[src/rtl/io_bank_ctrl.sv]
// Padring bank controller: per-pin config registers, a staggered side power-up
// sequencer, and gating of core pin controls onto the pad ring.
module io_bank_ctrl #(
    parameter  int NSIDES  = 4,
    parameter  int NPINS   = 9,
    parameter  int CFGW    = 18,
    parameter  int PWRUP   = 64,
    parameter  int STAGGER = 16,
    localparam int NP      = NSIDES * NPINS,
    localparam int AW      = $clog2(NP + 1)
) (
    input  logic                 clk,
    input  logic                 nreset,
    input  logic                 req_valid,
    output logic                 req_ready,
    input  logic                 req_write,
    input  logic [AW-1:0]        req_addr,
    input  logic [CFGW+3:0]      req_wdata,
    output logic                 rsp_valid,
    output logic [CFGW+3:0]      rsp_rdata,
    output logic                 rsp_err,
    input  logic [NP-1:0]        core_dout,
    input  logic [NP-1:0]        core_oen,
    input  logic [NP-1:0]        core_ie,
    output logic [NP-1:0]        pad_a,
    output logic [NP-1:0]        pad_oe,
    output logic [NP-1:0]        pad_ie,
    output logic [NP-1:0]        pad_pe,
    output logic [NP-1:0]        pad_ps,
    output logic [NP*CFGW-1:0]   pad_cfg,
    output logic [NSIDES-1:0]    side_en,
    output logic                 bank_ready
);

    localparam int DW   = CFGW + 4;
    localparam int CMAX = (PWRUP > STAGGER) ? PWRUP : STAGGER;
    localparam int CW   = $clog2(CMAX + 1);
    localparam int SW   = $clog2(NSIDES + 1);
    localparam logic [AW-1:0] CTRL_ADDR = AW'(NP);
    localparam logic [DW-1:0] PIN_RST   = DW'(3);

    typedef enum logic [1:0] {
        ST_SAFE    = 2'd0,
        ST_STAGGER = 2'd1,
        ST_RUN     = 2'd2
    } state_t;

    state_t              state_q, state_d;
    logic [CW-1:0]       cnt_q, cnt_d;
    logic [SW-1:0]       side_q, side_d;
    logic [NSIDES-1:0]   side_en_q, side_en_d;
    logic [DW-1:0]       regs_q [NP];
    logic [DW-1:0]       regs_d [NP];
    logic                rsp_valid_q, rsp_valid_d;
    logic                rsp_err_q, rsp_err_d;
    logic [DW-1:0]       rsp_rdata_q, rsp_rdata_d;
    logic                accept;
    logic                quiesce;

    assign req_ready  = ~rsp_valid_q;
    assign accept     = req_valid & ~rsp_valid_q;
    assign rsp_valid  = rsp_valid_q;
    assign rsp_err    = rsp_err_q;
    assign rsp_rdata  = rsp_rdata_q;
    assign side_en    = side_en_q;
    assign bank_ready = (state_q == ST_RUN);
    assign pad_a      = core_dout;

    always_comb begin
        state_d     = state_q;
        cnt_d       = cnt_q;
        side_d      = side_q;
        side_en_d   = side_en_q;
        regs_d      = regs_q;
        rsp_valid_d = 1'b0;
        rsp_err_d   = 1'b0;
        rsp_rdata_d = '0;
        quiesce     = 1'b0;

        if (accept) begin
            rsp_valid_d = 1'b1;
            if (req_addr > CTRL_ADDR) begin
                rsp_err_d = 1'b1;
            end else if (req_addr == CTRL_ADDR) begin
                if (req_write) quiesce = req_wdata[0];
                else           rsp_rdata_d[2:0] = {state_q, bank_ready};
            end else begin
                for (int unsigned p = 0; p < NP; p++) begin
                    if (req_addr == AW'(p)) begin
                        if (req_write) regs_d[p] = req_wdata;
                        else           rsp_rdata_d = regs_q[p];
                    end
                end
            end
        end

        case (state_q)
            ST_SAFE: begin
                if (cnt_q == CW'(PWRUP - 1)) begin
                    cnt_d        = '0;
                    side_en_d[0] = 1'b1;
                    if (NSIDES == 1) begin
                        state_d = ST_RUN;
                    end else begin
                        state_d = ST_STAGGER;
                        side_d  = SW'(1);
                    end
                end else begin
                    cnt_d = cnt_q + CW'(1);
                end
            end
            ST_STAGGER: begin
                if (cnt_q == CW'(STAGGER - 1)) begin
                    cnt_d = '0;
                    for (int unsigned s = 0; s < NSIDES; s++) begin
                        if (side_q == SW'(s)) side_en_d[s] = 1'b1;
                    end
                    if (side_q == SW'(NSIDES - 1)) state_d = ST_RUN;
                    else                           side_d  = side_q + SW'(1);
                end else begin
                    cnt_d = cnt_q + CW'(1);
                end
            end
            ST_RUN: begin
                side_en_d = '1;
            end
            default: begin
                state_d = ST_SAFE;
            end
        endcase

        // Quiesce overrides any sequencer progress made in the same cycle.
        if (quiesce) begin
            state_d   = ST_SAFE;
            cnt_d     = '0;
            side_d    = '0;
            side_en_d = '0;
        end
    end

    always_ff @(posedge clk or negedge nreset) begin
        if (!nreset) begin
            state_q     <= ST_SAFE;
            cnt_q       <= '0;
            side_q      <= '0;
            side_en_q   <= '0;
            rsp_valid_q <= 1'b0;
            rsp_err_q   <= 1'b0;
            rsp_rdata_q <= '0;
            for (int unsigned p = 0; p < NP; p++) regs_q[p] <= PIN_RST;
        end else begin
            state_q     <= state_d;
            cnt_q       <= cnt_d;
            side_q      <= side_d;
            side_en_q   <= side_en_d;
            rsp_valid_q <= rsp_valid_d;
            rsp_err_q   <= rsp_err_d;
            rsp_rdata_q <= rsp_rdata_d;
            for (int unsigned p = 0; p < NP; p++) regs_q[p] <= regs_d[p];
        end
    end

    for (genvar i = 0; i < NP; i++) begin : g_pin
        localparam int S = i / NPINS;
        assign pad_oe[i] = side_en_q[S] & ~core_oen[i] & regs_q[i][1];
        assign pad_ie[i] = side_en_q[S] & core_ie[i] & regs_q[i][0];
        assign pad_pe[i] = regs_q[i][2];
        assign pad_ps[i] = regs_q[i][3];
        assign pad_cfg[i*CFGW +: CFGW] = regs_q[i][4 +: CFGW];
    end

endmodule

[config.mk]
export PLATFORM = sky130hd
export DESIGN_NAME = io_bank_ctrl
export DESIGN_NICKNAME = d
export VERILOG_FILES = /design/src/rtl/io_bank_ctrl.sv
export SDC_FILE = /design/constraint.sdc
export NUM_CORES = 1
export LEC_CHECK = 0
export ABC_AREA = 1
export CORE_AREA = 2 2 385 387
export DETAILED_ROUTE_END_ITERATION = 10
export DIE_AREA = 0 0 387 389
export PLACE_DENSITY = 0.57
export SYNTH_ARGS = -nofsm -noshare
export SYNTH_HDL_FRONTEND = slang
export SYNTH_SLANG_ARGS = --single-unit
export TNS_END_PERCENT = 20
[constraint.sdc]
create_clock -name clk -period 3.6 [get_ports clk]
set_clock_uncertainty 0.15 [all_clocks]
set_input_delay 0.36 -clock clk [delete_from_list [all_inputs] [get_ports clk]]
set_output_delay 0.36 -clock clk [all_outputs]
set_load 0.01 [all_outputs]
==> metrics.md <==
| Metric | Value |
|---|---|
| Chip Width | `387 µm` |
| Slew Viols, Final | `0` |
| Mux share of post-synthesis cell area | `0%` |
| Depth of the CTS H-tree | `3` |
| Port buffer count | `925` |
| CP max-delay cell | `buf_4` |
| Drt first pass iters | `7` |
| Met3 usage | `8.54%` |
| Area Growth Syn to Fin | `30.8%` |
| Synthesis warning total | `0` |
| Syn avg cell area | `7.33 µm²` |
| Distinct cells, synth | `32` |
| Main synth FF type | `dfrtp_1` |
| Total Power | `26.0 mW` |
| CP endpoint kind | `flop` |
| # DRC | `0` |
| Initial cell density of the core | `32.1%` |
| Io pins | `998` |
| Final Cycle Share | `100%` |
| PwrDens | `423 mW/mm²` |
| Switching share of power | `30.6%` |
| Logic pwr share | `18.2%` |
| Register bit total from synthesis | `832` |
| EDFF count, synth | `0` |
| Via/cell ratio | `5.12` |
| Final Hold Vio Count | `0` |
| Die Y | `389 µm` |
| Worst min-delay path category | `input pin to flop` |
| Leakage | `28.3 nW` |
| CTS tree | `done` |
| Post-Synth Simple-Gate Area | `15.6%` |
| Worst Hold Launch | `req_wdata[2]` |
| Cell count after synthesis | `6419` |
| P_int | `18.1 mW` |
| Number of max-cap violations | `0` |
| Mapped Area | `0.0471 mm²` |
| Min Tclk post-route | `3610 ps` |
| Clk buf depth | `3` |
| Largest net degree at the start of global routing | `87` |
| Adder-cell share of the synthesized area | `0.160%` |
| Number of global-route vias before repair | `42176` |
| Synth Area in Compound Gates | `16.9%` |
| First-pass GRT wire length | `350 mm` |
| CTS clk-pin slew, worst paths | `60 ps` |
| DP HPWL | `190 mm` |
| Total GRT Usage | `33.4%` |
| Critical Path Most Common Cell | `nand2_2` |
| GR peak layer | `met2` |
| CP Max Fanout | `5` |
| Syn nets | `6565` |
| Worst EP required | `4050 ps` |
| Core Box Area | `0.147 mm²` |
| RSZ-0062 raised after global routing | `yes` |
| Status | `complete, but fails checks` |
| Slew margin rel. | `16.7%` |
| Setup violators final | `1` |
| Largest family of logic cells by synthesized area | `buffers and inverters` |
| Top cells by count, synth | `nand2_1, o21ai_0, inv_1` |
| CTS buffer count | `98` |
| Highest clock rate | `277 MHz` |
| GRT met1 Usage | `43.6%` |
| Routability cong. | `0.974` |
| Crit Reg-Reg Startpoint | `pad_cfg[40]` |
| Fraction of the yosys area taken by sequential cells | `44.4%` |
| Switching power | `7.96 mW` |
| Flop pwr share | `41.2%` |
| Worst slack, placed | `-2020 ps` |
| Die area | `0.151 mm²` |
| Layout cells sized above 1 | `18.6%` |
| Antenna Nets Post-Route | `0` |
| Crit Path Class | `input pin to flop` |
| Fin worst setup slack | `-13.6 ps` |
| Most frequent cell after synthesis | `nand2_1` |
| WP data arrival | `4060 ps` |
| Clock power share | `40.7%` |
| Synth area leaders | `dfrtp_1, buf_4, o21ai_0, nand2_1, inv_1` |
| Failing checks | `negative setup slack` |
| Asr flop ratio synth | `100%` |
| Grt ovf | `0` |
| Root buf cell | `clkbuf_16` |
| FP Rows | `141` |
| CTS Sinks | `832` |
| Area leader, netlist | `dfrtp_1` |
| Worst-Margin Slew | `1250 ps` |
| XOR/XNOR share of the synthesized area | `0.0186%` |
| Routed len/inst | `29.3 µm` |
| Max rail drop VDD | `0.000361 V` |
| GRT met2 Usage | `49.9%` |
| Setup crit start kind | `input pin` |
| Crit path from | `req_addr[4]` |
| # nets final | `6955` |
| Worst-Skew Late Latency | `750 ps` |
| Yosys top cell area share | `40.4%` |
| DRC violation total after the first TritonRoute iteration | `5458` |
| Max incr delay on CP | `150 ps` |
| DR vias | `45201` |
| Initial antenna violation count | `20` |
| Final wirelength | `259 mm` |
## placed cells by master, fill, tap and decap left out, drive strengths merged
| cell | n |
|---|---|
| nand2 | 1313 |
| o21ai | 1108 |
| inv | 960 |
| clkdlybuf4s50 | 895 |
| dfrtp | 760 |
| buf | 520 |
| nor2 | 460 |
| a21oi | 453 |
| clkbuf | 149 |
| dfstp | 72 |
| nand3 | 71 |
| nor3 | 53 |
| clkinv | 22 |
| a31oi | 18 |
| bufinv | 8 |
| clkinvlp | 7 |
| ha | 6 |
| diode | 4 |
| nand4 | 3 |
| dlygate4sd3 | 2 |
| nor4 | 2 |
| a311oi | 1 |
| xor2 | 1 |
| o21a | 1 |
| a32o | 1 |
| o22ai | 1 |
| or3 | 1 |
| o31ai | 1 |
| bufbuf | 1 |
| clkdlybuf4s15 | 1 |
## power by group through the flow
stage	Sequential (mW)	Clock, mW	Combinational (mW)
floorplan	10.5	0	2.24
global placement	10.8	0	4.43
detailed placement	10.8	0	4.46
CTS	10.7	10.7	4.58
global route	10.7	11.0	4.99
finish	10.7	10.6	4.72
## layout make-up
cell class / count / area [µm²]
timing repair buffer: 1420 / 14000
tap: 1930 / 2410
multi-input combinational: 3494 / 17200
fill: 14909 / 85100
clock buffer: 148 / 2900
clock inverter: 34 / 440
inverter: 963 / 3650
antenna: 4 / 10.0
sequential: 832 / 20900
## critical path: cells and delay by family
family                 cells  cell delay [ps]
AND/OR/NAND/NOR           33             2610
AO/OA/AOI/OAI              3              270
buffers and inverters      6              780
## sequential cells by signal (all words and copies together), names as in the netlist
signal	count
pad_cfg	648
regs_q	72
pad_pe	36
pad_ps	36
rsp_rdata	22
cnt_q	7
side_en	4
side_q	3
state_q	2
rsp_err	1
rsp_valid	1
## metal layers
metal,vias up,share of wire (%)
met3,542,9.8
met5,-,0.050
met1,22126,40
met4,22,6.9
met2,2523,43
li1,19988,-
## metrics by stage
stage / util, % / instances / cell area (µm²) / hold WS (ps) / TNS (ps)
after global routing: 42.0 / 8821 / 61500 / 74.4 / -1210
after detailed placement: 38.3 / 8611 / 56200 / 284 / -36810
after floorplan: - / 6419 / 47100 / -85.6 / 0
final: 42.0 / 8825 / 61600 / 74.9 / -13.6
after global placement: 38.3 / 8611 / 56200 / 287 / -36680
after CTS: 41.2 / 8812 / 60400 / 20.6 / -37.9
## kinds of logic after synthesis
family	count (synthesis)
buf+inv	2093
simple gates	1903
compound gates	1584
flops	832
fa+ha+maj	6
xor+xnor	1
## worst paths after layout
path,endpoint,slack (ps),cells after the start
setup / recovery,rsp_rdata[8],-10,42
hold / removal,pad_pe[2],70,4
setup reg to reg,rsp_rdata[8],0,36
hold reg to reg,regs_q[155],350,2
max in group asynchronous,pad_ps[15],2020,3
min in group asynchronous,pad_cfg[517],100,2
## what timing repair did
action                                 4_1_cts  5_1_grt
hold buffers                                 2        0
pin swaps                                  112      230
gates resized for setup                    289      356
setup endpoints to repair                   22       22
endpoints found under the hold margin       57        0
gates cloned                                 2        1
setup buffers                               15       12
(Power assumes the default switching activity.)
